File: config.mk
export PLATFORM = sky130hd
export DESIGN_NAME = multi_channel_watchdog
export DESIGN_NICKNAME = d
export VERILOG_FILES = /design/src/rtl/multi_channel_watchdog.sv
export SDC_FILE = /design/constraint.sdc
export NUM_CORES = 1
export LEC_CHECK = 0
export CELL_PAD_IN_SITES_DETAIL_PLACEMENT = 0
export CELL_PAD_IN_SITES_GLOBAL_PLACEMENT = 1
export CORE_ASPECT_RATIO = 2
export CORE_MARGIN = 2
export CORE_UTILIZATION = 48
export DETAILED_ROUTE_END_ITERATION = 7
export GPL_TIMING_DRIVEN = 1
export PLACE_DENSITY = 0.83
export SLEW_MARGIN = 20
export SYNTH_ARGS = -nofsm -noshare
export SYNTH_HDL_FRONTEND = slang
export SYNTH_SLANG_ARGS = --single-unit
File: constraint.sdc
create_clock -name clk -period 3.4 [get_ports clk]
set_input_delay 1.02 -clock clk [delete_from_list [all_inputs] [get_ports clk]]
set_output_delay 1.02 -clock clk [all_outputs]
set_load 0.1 [all_outputs]
File: src/rtl/multi_channel_watchdog.sv
// NUM_CH independent heartbeat watchdogs with warning, sticky trip, shared force_reset pulse and fault capture.
// Optional WDT_WINDOW_EN: a heartbeat before WINDOW_MIN counts trips the channel and sets early_kick.
module multi_channel_watchdog #(
  parameter int NUM_CH         = 4,
  parameter int CNT_W          = 16,
  parameter int TIMEOUT_CYCLES = 1000,
  parameter int WARN_CYCLES    = 750,
  parameter int RST_PULSE      = 8,
  parameter int WINDOW_MIN     = 100,
  localparam int FW            = (NUM_CH > 1) ? $clog2(NUM_CH) : 1
) (
  input  logic              clk,
  input  logic              rst,
  input  logic [NUM_CH-1:0] enable,
  input  logic [NUM_CH-1:0] heartbeat,
  input  logic [NUM_CH-1:0] clr,
  output logic [NUM_CH-1:0] warning,
  output logic [NUM_CH-1:0] triggered,
  output logic              force_reset,
  output logic [FW-1:0]     fault_ch,
  output logic              fault_valid
`ifdef WDT_WINDOW_EN
  ,
  output logic [NUM_CH-1:0] early_kick
`endif
);

  localparam int PW = $clog2(RST_PULSE + 1);
`ifdef WDT_WINDOW_EN
  localparam bit WIN_EN = 1'b1;
`else
  localparam bit WIN_EN = 1'b0;
`endif

  typedef enum logic [1:0] {IDLE, RUN, TRIPPED} state_t;

  state_t            state_q [NUM_CH];
  logic [CNT_W-1:0]  cnt_q   [NUM_CH];
  logic [NUM_CH-1:0] go_trip;
  logic [NUM_CH-1:0] early_now;
  logic [NUM_CH-1:0] next_trig;
  logic [FW-1:0]     low_idx;
  logic [PW-1:0]     pulse_q;

  // A heartbeat or clear in the trip cycle takes priority over the timeout.
  always_comb begin
    go_trip   = '0;
    early_now = '0;
    next_trig = '0;
    low_idx   = '0;
    for (int i = 0; i < NUM_CH; i++) begin
      early_now[i] = WIN_EN && (state_q[i] == RUN) && enable[i] && heartbeat[i] &&
                     (cnt_q[i] < CNT_W'(WINDOW_MIN));
      go_trip[i]   = early_now[i] ||
                     ((state_q[i] == RUN) && enable[i] && !heartbeat[i] && !clr[i] &&
                      (cnt_q[i] == CNT_W'(TIMEOUT_CYCLES - 1)));
      next_trig[i] = go_trip[i] || ((state_q[i] == TRIPPED) && !clr[i]);
    end
    for (int i = NUM_CH - 1; i >= 0; i--) begin
      if (go_trip[i]) low_idx = FW'(i);
    end
  end

  always_ff @(posedge clk) begin
    if (rst) begin
      for (int i = 0; i < NUM_CH; i++) begin
        state_q[i] <= IDLE;
        cnt_q[i]   <= '0;
      end
      warning     <= '0;
      triggered   <= '0;
      pulse_q     <= '0;
      force_reset <= 1'b0;
      fault_ch    <= '0;
      fault_valid <= 1'b0;
`ifdef WDT_WINDOW_EN
      early_kick  <= '0;
`endif
    end else begin
      for (int i = 0; i < NUM_CH; i++) begin
        case (state_q[i])
          IDLE: begin
            cnt_q[i]   <= '0;
            warning[i] <= 1'b0;
            if (enable[i]) state_q[i] <= RUN;
          end
          RUN: begin
            if (!enable[i]) begin
              state_q[i] <= IDLE;
              cnt_q[i]   <= '0;
              warning[i] <= 1'b0;
            end else if (go_trip[i]) begin
              state_q[i] <= TRIPPED;
              warning[i] <= 1'b0;
            end else if (heartbeat[i] || clr[i]) begin
              cnt_q[i]   <= '0;
              warning[i] <= 1'b0;
            end else begin
              cnt_q[i]   <= cnt_q[i] + 1'b1;
              warning[i] <= (cnt_q[i] >= CNT_W'(WARN_CYCLES - 1));
            end
          end
          TRIPPED: begin
            if (clr[i]) begin
              state_q[i] <= IDLE;
              cnt_q[i]   <= '0;
            end
          end
          default: begin
            state_q[i] <= IDLE;
            cnt_q[i]   <= '0;
            warning[i] <= 1'b0;
          end
        endcase
      end

      triggered <= next_trig;

      // Reload only when idle or in the last pulse cycle, so pulses never stretch but chain gaplessly.
      if ((|go_trip) && (pulse_q <= PW'(1))) begin
        pulse_q     <= PW'(RST_PULSE);
        force_reset <= 1'b1;
      end else if (pulse_q != '0) begin
        pulse_q     <= pulse_q - 1'b1;
        force_reset <= (pulse_q > PW'(1));
      end else begin
        force_reset <= 1'b0;
      end

      if (next_trig == '0) begin
        fault_valid <= 1'b0;
      end else if (!fault_valid) begin
        fault_valid <= 1'b1;
        fault_ch    <= low_idx;
      end

`ifdef WDT_WINDOW_EN
      early_kick <= (early_kick & ~clr) | early_now;
`endif
    end
  end

endmodule

==> flow_summary.ini, run 1 <==
[final_layout]
design_area_mm2 = 0.00555
n_antenna_cell = 0
synthToLayoutAreaGrowth_pct = 13.6
drive_above_1_share_pct = 8.24
nets = 546
final_cell_mix = 94 x nor2_1, 72 x edfxtp_1, 42 x xor2_1, 36 x nand2_1, 25 x nand3_1
final_common_cell = nor2_1
fin_util_pct = 55.4

[cts]
numCtsBuffers = 9
cts.clk_slew.worst_paths_ns = 0.06
root_buffer = clkbuf_16
clockBufferDepth = 2
insertion_delay_ns = 0.34
cts_resized = 0
cts_tree = built
cts_sinks = 88
hold_buffers = 0
post-cts-setup-buffers = 0
htree_levels = 3

[detailed_routing]
drc = 0
viasPerCell = 5.32
drt-pass1-iter-count = 4
drt-total-wl_um = 9520
routed-via-count = 3493
postRouteAntennaNets = 0
avgRoutedWirePerCell_um = 14.5
drt_iter0_drc = 246

[timing]
setup_viol_count_final = 0
tns_ns = 0
holdWs_ns = 0.469
fin_crit_sh_pct = 77.9
tightest_slew_ns = 0.773
fin_ws_ns = 0.750
final.min_clock_period_ns = 2.65
hold_viol_final = 0
fmax_mhz = 377
max-slew-margin-rel_pct = 48.0
finClkSkew_ns = 0.00907
grt_setup_unrepaired = no
slew_violations = 0

[global_routing]
antenna_found_initial = 0
grt_usage_pct = 18.9
grt_overflow = 0
grt_pass1_wl_um = 16100
grt_start_max_net_pins = 18
grt_pass1_vias = 3537

[power]
leakage_nw = 2.00
irDropWorstVdd_mv = 0.280
pwr_density_cell_mw_per_mm2 = 484

[outcome]
status = completed

[worst_setup_path]
cp-end-kind = register
critPathKind = in2reg
cp.required_ns = 3.59
worst_ep_arrival_time_ns = 2.84
crit_path_start_kind = input pin
crit_fanout = 16

[logic_synthesis]
synth_seq_area_share_pct = 50.8
synth_cells = 486
syn-cell-area_mm2 = 0.00488
synth_flop_cell = edfxtp_1
async_reset_ff_share_pct = 0
yosys_warnings = 0
ys_ff_latch = 88
ys_types = 53
synth.avg_cell_area_um2 = 10.1
syn_nets = 515
synth-edff-count = 72

[place]
io_buffers = 25
placed_area_mm2 = 0.00526
place_congestion = 0.787
preCtsSetupSlack_ns = 0.392
hpwlAfterDp_um = 6940

[flow_run]
maxCapViolations = 0

[floorplanning]
fp.dieW_um = 75.3
core_mm2 = 0.0100
fp.dieArea_mm2 = 0.0110
start_util_pct = 48.8
num_rows = 52
die_h_um = 147
io_pins = 26

[worst_hold_path]
holdCritPathClass = reg2reg
[registers in the layout (all words and copies together) (netlist names)]
| signal | flops |
|---|---|
| warning | 4 |
| fault_ch | 2 |
| triggered | 4 |
| fault_valid | 1 |
| cnt_q | 64 |
| force_reset | 1 |
| pulse_q | 4 |
| state_q | 8 |
[critical path, stage by stage]
cell	delay, ns
clkdlybuf4s50_1	0.47
nor4bb_1	0.35
nand2_1	0.18
or3_1	0.62
nor2_1	0.20
[report_power, final]
group,internal [mW],switching [mW]
combinational,0.156,0.233
clock,0.585,0.392
sequential,1.24,0.0803
[metrics by stage]
stage / std cells / total power, mW
2_1_floorplan: 486 / 1.62
5_1_grt: 657 / 2.81
4_1_cts: 657 / 2.72
3_3_place_gp: 641 / 1.73
3_5_place_dp: 641 / 1.74
6_report: 657 / 2.69
[layout make-up]
| type | instances | area (um2) |
|---|---|---|
| fill | 956 | 4470 |
| tap | 135 | 169 |
| sequential | 88 | 2480 |
| inverter | 21 | 78.8 |
| clock inverter | 4 | 43.8 |
| timing repair buffer | 30 | 258 |
| multi-input combinational | 367 | 2270 |
| clock buffer | 12 | 246 |
[cell usage after synthesis (all sizes together), types with 2 or more instances]
library cell / instances / area share [%]
nor2: 94 / 7.2
edfxtp: 72 / 44
xor2: 42 / 7.5
nand2: 36 / 2.8
nand3: 26 / 2.8
inv: 21 / 1.6
a21oi: 16 / 1.7
dfxtp: 16 / 6.6
xnor2: 16 / 2.9
ha: 15 / 3.8
nand2b: 11 / 1.5
and3: 9 / 1.2
nor3: 9 / 0.92
o21ai: 9 / 0.92
nand4: 8 / 1.0
nor2b: 8 / 1.0
nor4: 7 / 1.3
and2: 6 / 0.77
clkbuf: 6 / 0.46
or3: 6 / 0.77
a211oi: 4 / 0.61
and4: 4 / 0.72
buf: 4 / 0.59
nor3b: 4 / 0.61
nor4bb: 4 / 0.82
or2: 4 / 0.51
or4: 4 / 0.69
a31oi: 3 / 0.38
nand4bb: 3 / 0.69
o31ai: 3 / 0.46
a2bb2oi: 2 / 0.36
nand3b: 2 / 0.31
[routing by layer]
metal / vias up / wire length, um / GRT usage, %
met2: 47 / 5180 / 32.9
met5: - / 0 / 0
met3: 11 / 296 / 3.66
met1: 1663 / 3840 / 22.0
li1: 1772 / - / -
met4: 0 / 206 / 7.63
[logic make-up (layout without fill, tap and decap cells)]
| logic type | Yosys count | in the layout | synth area share (%) |
|---|---|---|---|
| buffers and inverters | 31 | 67 | 2.66 |
| flip-flops | 88 | 88 | 50.8 |
| adder cells (fa/ha/maj) | 15 | 15 | 3.84 |
| AO/OA/AOI/OAI | 45 | 45 | 5.92 |
| XOR/XNOR | 58 | 58 | 10.4 |
| AND/OR/NAND/NOR | 249 | 249 | 26.4 |
[final timing paths]
path | startpoint | end | slack (ns) | cells after the start
hold / removal | warning[2] | warning[2] | 0.47 | 2
hold reg to reg | warning[2] | warning[2] | 0.47 | 2
setup / recovery | enable[2] | cnt_q[2][15] | 0.75 | 5
setup reg to reg | cnt_q[0][0] | cnt_q[0][5] | 0.95 | 6
Note: power is estimated with default switching activity, not from simulation.
==> run 2: changes to the inputs <==
Clock period 3.4 ns to 2.7 ns, I/O delays scaled along.
==> flow_summary.ini, run 2 (same netlist as run 1, synthesis figures left out) <==
[detailed_routing]
avgRoutedWirePerCell_um = 14.0
viasPerCell = 5.22
drt_iter0_drc = 185
postRouteAntennaNets = 0
drt-pass1-iter-count = 4
routed-via-count = 3463
drc = 0
drt-total-wl_um = 9310

[global_routing]
grt_pass1_wl_um = 15800
grt_start_max_net_pins = 18
grt_overflow = 0
grt_usage_pct = 18.2
antenna_found_initial = 0
grt_pass1_vias = 3535

[cts]
cts_resized = 0
cts_sinks = 88
numCtsBuffers = 9
clockBufferDepth = 2
hold_buffers = 0
cts.clk_slew.worst_paths_ns = 0.06
insertion_delay_ns = 0.34
root_buffer = clkbuf_16
cts_tree = built
post-cts-setup-buffers = 0
htree_levels = 3

[worst_setup_path]
critPathTopFamily = simple AND/OR/NAND/NOR gates
cp-end-kind = register
path_cells = clkdlybuf4s50_1 -> nor4bb_1 -> nand2_1 -> nor4_4 -> o311ai_2 -> nand2b_2 -> a211oi_1
cp.required_ns = 2.92
critPathKind = in2reg
worst_ep_arrival_time_ns = 2.61
critical-path-slowest-cell = clkdlybuf4s50_1
crit_fanout = 5
crit_path_start_kind = input pin
timing.critical_path.slowest_cell_delay_ns = 0.46
cp_num_buf_inv = 1

[flow_run]
maxCapViolations = 0

[timing]
fin_crit_sh_pct = 88.5
hold_viol_final = 0
tightest_slew_ns = 0.733
fmax_mhz = 418
grt_setup_unrepaired = no
setup_viol_count_final = 0
finClkSkew_ns = 0.00798
slew_violations = 0
max-slew-margin-rel_pct = 50.8
final.min_clock_period_ns = 2.39

[place]
io_buffers = 25
hpwlAfterDp_um = 6780
place_congestion = 0.804
placed_area_mm2 = 0.00534

[floorplanning]
die_h_um = 147
fp.dieArea_mm2 = 0.0110
io_pins = 26
fp.dieW_um = 75.3
core_mm2 = 0.0100
start_util_pct = 48.8
num_rows = 52

[final_layout]
largest_register_ffs = 64
design_area_mm2 = 0.00560
fin_util_pct = 55.9
n_antenna_cell = 0
final_common_cell = nor2_1
nets = 553
max_flop_register = cnt_q
reg_top3 = cnt_q: 64 flops, state_q: 8 flops
synthToLayoutAreaGrowth_pct = 14.6
drive_above_1_share_pct = 9.26
final_cell_mix = 94 x nor2_1, 72 x edfxtp_1, 42 x xor2_1, 36 x nand2_1, 25 x nand3_1

[power]
irDropWorstVdd_mv = 0.342
pwr_density_cell_mw_per_mm2 = 585
leakage_nw = 2.03

[outcome]
status = completed

[worst_hold_path]
holdCritPathClass = reg2reg
## run 2: final timing paths
kind	start	end	slack (ns)	cells after the start
worst min register to register	warning[2]	warning[2]	0.48	2
worst max-delay path	enable[2]	pulse_q[1]	0.31	7
worst min-delay path	warning[2]	warning[2]	0.48	2
worst max register to register	cnt_q[2][0]	cnt_q[2][10]	0.45	8
## run 2: layout make-up
cell class | instances | area, um2
Clock inverter | 3 | 18.8
Fill cell | 953 | 4420
Timing Repair Buffer | 37 | 335
Multi-Input combinational cell | 367 | 2270
Inverter | 21 | 78.8
Sequential cell | 88 | 2480
Clock buffer | 13 | 240
Tap cell | 135 | 169
## run 2: metal layers
layer,routed length [um],global-route usage (%),share of wire (%),vias to the layer above
met5,0,0,0,-
met4,143,5.79,1.5,0
met3,243,3.17,2.6,9
met2,4990,32.3,54,41
met1,3930,21.4,42,1626
li1,-,-,-,1787
## run 2: tightest hold or removal path, delay by kind of cell, from the launching register on
family,cells,cell delay (ns)
flip-flops,1,0.31
AND/OR/NAND/NOR,1,0.06
AO/OA/AOI/OAI,1,0.05
## run 2: power breakdown
group,internal [mW],leakage [nW],switching [mW]
Sequential,1.56,0.995,0.101
Combinational,0.202,0.906,0.292
Clock,0.623,0.128,0.490
Total,2.39,2.03,0.883
## run 2: through the flow
stage | setup slack, ns | setup TNS [ns] | std cells | power, mW | hold WS [ns]
final | 0.310 | 0 | 664 | 3.27 | 0.476
after global routing | 0.150 | 0 | 664 | 3.43 | 0.522
after CTS | 0.305 | 0 | 664 | 3.31 | 0.473
after detailed placement | -0.0572 | -0.214 | 648 | 2.19 | 0.456
after global placement | -0.0179 | -0.0261 | 648 | 2.18 | 0.453
after floorplan | 0.209 | 0 | 486 | 2.04 | 0.462
